===== config.mk =====
export PLATFORM = sky130hd
export DESIGN_NAME = wc_fifo
export DESIGN_NICKNAME = d
export VERILOG_FILES = /design/src/rtl/wc_fifo.sv
export SDC_FILE = /design/constraint.sdc
export NUM_CORES = 1
export LEC_CHECK = 0
export ABC_CLOCK_PERIOD_IN_PS = 3700
export CAP_MARGIN = 0
export CORE_UTILIZATION = 40
export DETAILED_ROUTE_END_ITERATION = 6
export GPL_TIMING_DRIVEN = 0
export PLACE_DENSITY = 0.57
export RECOVER_POWER = 50
export SYNTH_ARGS = -nofsm -noshare
export SYNTH_HDL_FRONTEND = slang
export SYNTH_SLANG_ARGS = --single-unit

===== constraint.sdc =====
create_clock -name clk -period 3.7 [get_ports clk]
set_input_delay 0.37 -clock clk [delete_from_list [all_inputs] [get_ports clk]]
set_output_delay 0.37 -clock clk [all_outputs]
set_load 0.01 [all_outputs]

===== src/rtl/wc_fifo.sv =====
// Width-converting FIFO: stores DATA_IN_WIDTH words, returns DATA_OUT_WIDTH chunks LSB first.
// Define WC_FIFO_ERR_FLAGS_EN to add sticky overflow/underflow outputs.
module wc_fifo #(
    parameter int DATA_IN_WIDTH  = 64,
    parameter int DATA_OUT_WIDTH = 16,
    parameter int DEPTH          = 4,
    parameter int AFULL_THRESH   = DEPTH - 1,
    parameter int AEMPTY_THRESH  = 1
) (
    input  logic                         clk,
    input  logic                         rst_n,
    input  logic [DATA_IN_WIDTH-1:0]     din,
    input  logic                         wr_en,
    input  logic                         rd_en,
    input  logic                         flush,
    output logic [DATA_OUT_WIDTH-1:0]    dout,
    output logic                         dout_valid,
    output logic                         full,
    output logic                         empty,
    output logic                         almost_full,
    output logic                         almost_empty,
    output logic [$clog2(DEPTH+1)-1:0]   word_count
`ifdef WC_FIFO_ERR_FLAGS_EN
    ,
    output logic                         overflow,
    output logic                         underflow
`endif
);

    localparam int R    = DATA_IN_WIDTH / DATA_OUT_WIDTH;
    localparam int CW   = (R > 1) ? $clog2(R) : 1;
    localparam int AW   = $clog2(DEPTH);
    localparam int CNTW = $clog2(DEPTH + 1);

    logic [DATA_IN_WIDTH-1:0]          mem [DEPTH];
    logic [R-1:0][DATA_OUT_WIDTH-1:0]  head;
    logic [AW-1:0]                     wr_ptr, rd_ptr;
    logic [CW-1:0]                     chunk_idx;
    logic                              wr_acc, rd_acc, retire;

    // Flags depend only on the registered count, never on this cycle's requests.
    assign full         = (word_count == CNTW'(DEPTH));
    assign empty        = (word_count == '0);
    assign almost_full  = (word_count >= CNTW'(AFULL_THRESH));
    assign almost_empty = (word_count <= CNTW'(AEMPTY_THRESH));

    assign wr_acc = wr_en && !full && !flush;
    assign rd_acc = rd_en && !empty && !flush;
    assign retire = rd_acc && (chunk_idx == CW'(R - 1));
    assign head   = mem[rd_ptr];

    always_ff @(posedge clk) begin
        if (wr_acc)
            mem[wr_ptr] <= din;
    end

    always_ff @(posedge clk or negedge rst_n) begin
        if (!rst_n) begin
            wr_ptr     <= '0;
            rd_ptr     <= '0;
            chunk_idx  <= '0;
            word_count <= '0;
            dout       <= '0;
            dout_valid <= 1'b0;
        end else if (flush) begin
            wr_ptr     <= '0;
            rd_ptr     <= '0;
            chunk_idx  <= '0;
            word_count <= '0;
            dout_valid <= 1'b0;
        end else begin
            dout_valid <= rd_acc;
            if (wr_acc)
                wr_ptr <= wr_ptr + 1'b1;
            if (rd_acc) begin
                dout      <= head[chunk_idx];
                chunk_idx <= retire ? '0 : chunk_idx + 1'b1;
                if (retire)
                    rd_ptr <= rd_ptr + 1'b1;
            end
            // Occupancy moves on whole-word retire, so a partially read word still counts.
            case ({wr_acc, retire})
                2'b10:   word_count <= word_count + 1'b1;
                2'b01:   word_count <= word_count - 1'b1;
                default: word_count <= word_count;
            endcase
        end
    end

`ifdef WC_FIFO_ERR_FLAGS_EN
    always_ff @(posedge clk or negedge rst_n) begin
        if (!rst_n) begin
            overflow  <= 1'b0;
            underflow <= 1'b0;
        end else if (flush) begin
            overflow  <= 1'b0;
            underflow <= 1'b0;
        end else begin
            if (wr_en && full)
                overflow <= 1'b1;
            if (rd_en && empty)
                underflow <= 1'b1;
        end
    end
`endif

endmodule


==> qor.csv, run 1 <==
stage,metric,value,unit
logic_synthesis,synth.area.top_cells,"edfxtp_1, mux4_2, dfrtp_1",
logic_synthesis,ys_seq_elements,282,
setup_path,critical_path_required,3.85,ns
pwr,leakage,4.38,nW
timing,fin_skew,0.00815,ns
clocking,cts_sinks,282,
grt,antenna_found_initial,0,
placed_design,postPlaceCellArea,0.0123,mm^2
logic_synthesis,synthSimpleGateAreaFrac,2.61,%
grt,grt_overflow,0,
timing,rsz0062_at_grt,false,
placed_design,port_buffers,92,
timing,worst_slew_pin_slew,1.89,ns
detailed_routing,routed_via_density,5.40,
die,row_count,60,
logic_synthesis,syn_inst,508,
die,coreArea,0.0268,mm^2
placed_design,hpwl,14.7,mm
pwr,p_per_area,560,mW/mm^2
pwr,peakVddDrop,326,uV
grt,grt_pass1_vias,5850,
job,cap_violations,1,
logic_synthesis,ys_seq_area_share,76.5,%
layout,num-fill-cells,2164,
logic_synthesis,synth_fa_ha_area_share,1.15,%
timing,finalHoldViolCount,0,
logic_synthesis,synth_compound_area_share,2.89,%
clocking,postCtsSetupBuffers,0,
logic_synthesis,ys_warn_count,0,
timing,finalSetupTns,0,ns
detailed_routing,drc,0,
detailed_routing,wl_per_cell,23.9,um
setup_path,cp_cell_sequence,inv_1 > ha_1 > a21boi_1 > nor2b_1 > and2_4,
setup_path,endpoint_kind,flip-flop,
logic_synthesis,synth-edff-count,256,
die,initial_utilization,40.7,%
clocking,numCtsBuffers,29,
logic_synthesis,synth_top_family_by_area,multiplexers,
timing,slew_violations,27,
timing,max_slew_margin,-26.2,%
die,die_h,167,um
clocking,cts_root_buf,clkbuf_16,
setup_path,cp-start-kind,flip-flop,
pwr,p_total,0.00744,W
layout,final_area,0.0133,mm^2
hold_path,hold_path_class,reg2reg,
clocking,cts.path.max_buffers,3,
clocking,clk_latency,0.53,ns
layout,drive_gt1_share,23.1,%
setup_path,critPathMaxFanout,64,
setup_path,critPathKind,reg2reg,
placed_design,place.gp.congestion,0.762,
setup_path,worstPathArrival,3.17,ns
logic_synthesis,synth_flop_cell,edfxtp_1,
logic_synthesis,yosysTopAreaCellShare,70.5,%
timing,setup_viol,0,
logic_synthesis,synth_mux_area_share,14.9,%
die,die_w,167,um
layout,fin_util,49.6,%
clocking,h-tree-depth,1,
setup_path,max_stage_delay,0.81,ns
logic_synthesis,netlist-cell-type-count,36,
status,violations,"capacitance limit, slew limit",
logic_synthesis,syn-num-nets,587,
die,die-area,0.0279,mm^2
layout,num-nets-final,713,
logic_synthesis,syn_area,0.0109,mm^2
status,outcome,"complete, but fails checks",
logic_synthesis,synth_xor_area_share,0.402,%
detailed_routing,postRouteAntennaNets,0,
detailed_routing,wl,23.8,mm
grt,grt_pass1_wl,35.9,mm
timing,period_share,81.7,%
clocking,clk_pin_slew,0.06,ns
grt,grt_usage,17.7,%
clocking,cts_tree,built,
setup_path,cpMaxStageDelayCell,and2_4,
timing,fmax,331,MHz
detailed_routing,vias,5384,
timing,period_needed,3.02,ns
die,ios,93,
logic_synthesis,synthArstFlopShare,9.22,%
detailed_routing,drt_iter0_drc,382,
grt,grt_max_degree,65,
layout,area.growth.synth_to_final,22.1,%
detailed_routing,dr.pass1.iters,5,
logic_synthesis,syn_avg_cell_area,21.5,um^2
logic_synthesis,yosys.area.top_type,edfxtp_1,
-- per-stage QoR --
stage | cells | setup WS, ns | hold slack (ns)
floorplan | 508 | 0.247 | 0.0744
global placement | 941 | -1.11 | 0.505
detailed placement | 943 | 0.529 | 0.504
CTS | 996 | 0.623 | 0.456
global route | 996 | 0.429 | 0.536
finish | 997 | 0.678 | 0.503
-- worst paths after layout --
check	cells after the start	to	from	slack, ns
worst max-delay path	5	mem[0][22]	word_count[1]	0.68
worst min-delay path	2	dout[15]	dout[15]	0.50
worst max register to register	5	mem[0][22]	word_count[1]	0.68
worst min register to register	2	dout[15]	dout[15]	0.50
max in group asynchronous	2	dout[5]	rst_n	1.71
min in group asynchronous	2	dout[14]	rst_n	0.90
-- metal layers --
layer / vias up / track usage [%] / routed length (um)
met5: - / 0 / 0
met1: 2827 / 23.2 / 10000
met4: 0 / 5.27 / 510
li1: 2361 / - / -
met2: 153 / 30.4 / 12100
met3: 43 / 2.61 / 1160
-- cell families (layout without fill, tap and decap cells) --
| kind of cell | Yosys count | in the layout |
|---|---|---|
| XOR/XNOR | 5 | 5 |
| multiplexers | 80 | 80 |
| AO/OA/AOI/OAI | 43 | 43 |
| adder cells (fa/ha/maj) | 10 | 10 |
| AND/OR/NAND/NOR | 52 | 52 |
| buffers and inverters | 36 | 183 |
| flip-flops | 282 | 282 |
| other | 0 | 1 |
-- cells in the mapped netlist, types with 2 or more instances --
cell / number
edfxtp_1: 256
mux4_2: 64
a22oi_1: 30
dfrtp_1: 26
nand2_1: 21
mux2_2: 16
buf_2: 12
ha_1: 10
clkbuf_1: 9
inv_1: 9
nor2_1: 9
a21oi_1: 5
and2_1: 5
nand4_1: 3
or3_1: 3
xnor2_1: 3
a222oi_1: 2
buf_6: 2
inv_2: 2
nand2b_1: 2
nand3_1: 2
nor4_2: 2
xor2_1: 2
-- cells in the final DEF, fill, tap and decap left out, types with 3 or more instances in the layout --
| cell | instances |
|---|---|
| edfxtp_1 | 256 |
| dlygate4sd3_1 | 76 |
| mux4_2 | 64 |
| a22oi_1 | 30 |
| clkbuf_16 | 29 |
| dfrtp_1 | 26 |
| nand2_1 | 21 |
| mux2_2 | 16 |
| clkdlybuf4s50_1 | 16 |
| clkbuf_1 | 14 |
| buf_2 | 12 |
| ha_1 | 10 |
| inv_1 | 9 |
| nor2_1 | 9 |
| clkinv_2 | 8 |
| bufinv_16 | 6 |
| a21oi_1 | 5 |
| clkinv_1 | 5 |
| and2_4 | 4 |
| or3_1 | 3 |
| nand4_1 | 3 |
| xnor2_1 | 3 |
-- timing repair --
item	in CTS	in global routing
hold endpoints to repair	26	0
hold buffers	1	0
resized for setup	0	0
-- critical path, delay by kind of cell, from the launching register on --
kind	cells	cell delay (ns)
flops	1	0.45
simple gates	2	1.16
compound gates	1	0.59
fa+ha+maj	1	0.27
buf+inv	1	0.14
-- report_power, final --
| group | total (W) | switching [W] | internal (W) |
|---|---|---|---|
| sequential | 0.00373 | 0.0000837 | 0.00364 |
| combinational | 0.000722 | 0.000355 | 0.000367 |
| clock | 0.00300 | 0.00115 | 0.00184 |
| total | 0.00744 | 0.00159 | 0.00586 |
-- flip-flops by register name, summed over array words and instances, names as in the netlist --
signal	flops
chunk_idx	2
wr_ptr	2
word_count	3
rd_ptr	2
dout	16
mem	256
dout_valid	1
-- final cells by class --
cell class                 instances  area (um^2)  area share [%]
sequential                       282         8340            62.7
timing repair buffer              95          980            7.37
clock inverter                    20          248            1.86
inverter                          11         41.3           0.310
multi-input combinational        190         2400            18.0
antenna                            1         2.50          0.0188
clock buffer                      32          737            5.54
tap                              341          427            3.21
buffer                            25          128           0.960
No activity file was read; power rests on OpenSTA's default activity.
==> run 2: changes to the inputs <==
--- a/config.mk
+++ b/config.mk
@@ -5,7 +5,7 @@
 export SDC_FILE = /design/constraint.sdc
 export NUM_CORES = 1
 export LEC_CHECK = 0
-export ABC_CLOCK_PERIOD_IN_PS = 3700
+export ABC_CLOCK_PERIOD_IN_PS = 3000
 export CAP_MARGIN = 0
 export CORE_UTILIZATION = 40
 export DETAILED_ROUTE_END_ITERATION = 6
==> constraint.sdc (replaced) <==
create_clock -name clk -period 3 [get_ports clk]
set_input_delay 0.3 -clock clk [delete_from_list [all_inputs] [get_ports clk]]
set_output_delay 0.3 -clock clk [all_outputs]
set_load 0.01 [all_outputs]
==> qor.csv, run 2 (same netlist as run 1, synthesis figures left out) <==
stage,metric,value,unit
pwr,power_switching,0.00194,W
setup_path,worst-path-stages,5,
setup_path,endpoint_kind,flip-flop,
clocking,clk_pin_slew,0.06,ns
setup_path,cp-start-kind,flip-flop,
layout,largest_reg_flops,256,
die,die-area,0.0279,mm^2
detailed_routing,wl,23.8,mm
die,row_count,60,
die,die_w,167,um
layout,area.growth.synth_to_final,21.3,%
timing,worst_slew_pin_slew,1.94,ns
pwr,clock_power_share,38.4,%
die,ios,93,
setup_path,reg2reg_to,mem[1][55],
timing,period_share,92.1,%
setup_path,cp_cell_sequence,inv_1 > ha_1 > a21boi_4 > nor2b_1 > and2_4,
detailed_routing,drt_iter0_drc,383,
timing,fin_skew,0.00692,ns
setup_path,crit_start,word_count[1],
timing,finalSetupTns,0,ns
die,initial_utilization,40.7,%
detailed_routing,dr.pass1.iters,4,
layout,antenna_cells,0,
layout,top_register,mem,
pwr,seqPwrFrac,51.5,%
setup_path,critPathKind,reg2reg,
timing,finalHoldViolCount,0,
setup_path,rrSetupSlack,0.24,ns
placed_design,place.gp.congestion,0.762,
detailed_routing,drc,0,
die,coreArea,0.0268,mm^2
grt,grt_max_degree,65,
setup_path,critical_path_required,3.15,ns
hold_path,hold_path_class,in2reg,
setup_path,cpMaxStageDelayCell,and2_4,
detailed_routing,vias,5380,
pwr,sw_frac_of_total,21.7,%
clocking,cts_tree,built,
clocking,cts_root_buf,clkbuf_16,
layout,reg.largest.list,"mem x256, dout x16, word_count x3",
layout,final_cell_mix,"edfxtp_1, dlygate4sd3_1, mux4_2, a22oi_1, clkbuf_16",
placed_design,hpwl,14.6,mm
grt,grt_overflow,0,
timing,period_needed,2.76,ns
grt,antenna_found_initial,0,
layout,fin_cells,996,
setup_path,critical_path.endpoint,mem[1][55],
layout,final_common_cell,edfxtp_1,
timing,worst_hold_slack,0.480,ns
setup_path,path_delay_family,simple AND/OR/NAND/NOR gates,
die,die_h,167,um
pwr,leakage,4.34,nW
timing,setup_viol,0,
job,cap_violations,1,
status,violations,"capacitance limit, slew limit",
pwr,internal_power,0.00699,W
detailed_routing,routed_via_density,5.40,
timing,fmax,362,MHz
setup_path,crit_buf_inv,1,
pwr,peakVddDrop,507,uV
status,outcome,"complete, but fails checks",
clocking,clk_latency,0.53,ns
timing,slew_violations,27,
clocking,cts_sinks,282,
layout,drive_gt1_share,22.6,%
timing,max_slew_margin,-29.7,%
layout,fin_util,49.3,%
clocking,h-tree-depth,1,
setup_path,critPathMaxFanout,64,
setup_path,worstPathArrival,2.91,ns
pwr,p_per_area,675,mW/mm^2
grt,grt_pass1_vias,5797,
grt,grt_usage,17.6,%
placed_design,port_buffers,92,
setup_path,ff2ff_path_depth,5,
timing,rsz0062_at_grt,false,
layout,num-nets-final,713,
clocking,cts.path.max_buffers,3,
placed_design,dp.cells,943,
setup_path,max_stage_delay,0.83,ns
grt,grt_pass1_wl,35.9,mm
clocking,numCtsBuffers,29,
setup_path,r2r_start,word_count[1],
pwr,p_comb_share,10.1,%
detailed_routing,postRouteAntennaNets,0,
detailed_routing,wl_per_cell,23.9,um
## run 2: cell type report
class | instances | area [um^2]
buffer | 25 | 128
clock buffer | 35 | 758
clock inverter | 17 | 154
fill | 2140 | 13600
inverter | 11 | 41.3
multi-input combinational | 190 | 2410
sequential | 282 | 8340
tap | 341 | 427
timing repair buffer | 95 | 965
## run 2: worst register-to-register path, cell delays in order (launching register included)
cell	delay, ns
dfrtp_1	0.46
inv_1	0.14
ha_1	0.30
a21boi_4	0.33
nor2b_1	0.30
and2_4	0.83
## run 2: what timing repair did
| action | in CTS | in global routing |
|---|---|---|
| gates resized for setup | 1 | 1 |
| pin swaps | 0 | 3 |
| endpoints found under the setup margin | 196 | 187 |
| hold buffers | 1 | 0 |
| setup buffers | 0 | 0 |
| endpoints found under the hold margin | 26 | 0 |
## run 2: worst min path at each step
stage | from | slack, ns | cells past startpoint | to
finish | din[26] | 0.48 | 1 | mem[3][26]
global route | din[26] | 0.46 | 1 | mem[0][26]
CTS | din[26] | 0.39 | 1 | mem[3][26]
detailed placement | rst_n | 0.44 | 1 | dout[11]
global placement | dout[0] | 0.51 | 2 | dout[0]
floorplan | rst_n | 0.004 | 0 | chunk_idx[0]
## run 2: routing by layer
metal / wire [um] / global-route usage [%]
met1: 10100 / 23.8
met2: 11900 / 29.8
met3: 1280 / 2.80
met4: 477 / 4.67
met5: 0 / 0
## run 2: power by group through the flow
stage                     logic [W]  clock network [W]  registers [W]
final                      0.000899            0.00343        0.00460
after global routing       0.000981            0.00367        0.00462
after CTS                  0.000947            0.00352        0.00461
after detailed placement   0.000943                  0        0.00469
after global placement     0.000917                  0        0.00468
after floorplan            0.000414                  0        0.00469
## run 2: stage by stage
step           cell area (um^2)  setup WS [ns]  power [W]
6_report                  13200          0.237    0.00893
5_1_grt                   13200         0.0310    0.00927
4_1_cts                   13200          0.101    0.00907
3_5_place_dp              12300         -0.106    0.00563
3_3_place_gp              12200         -0.591    0.00560
2_1_floorplan             10900          0.246    0.00510
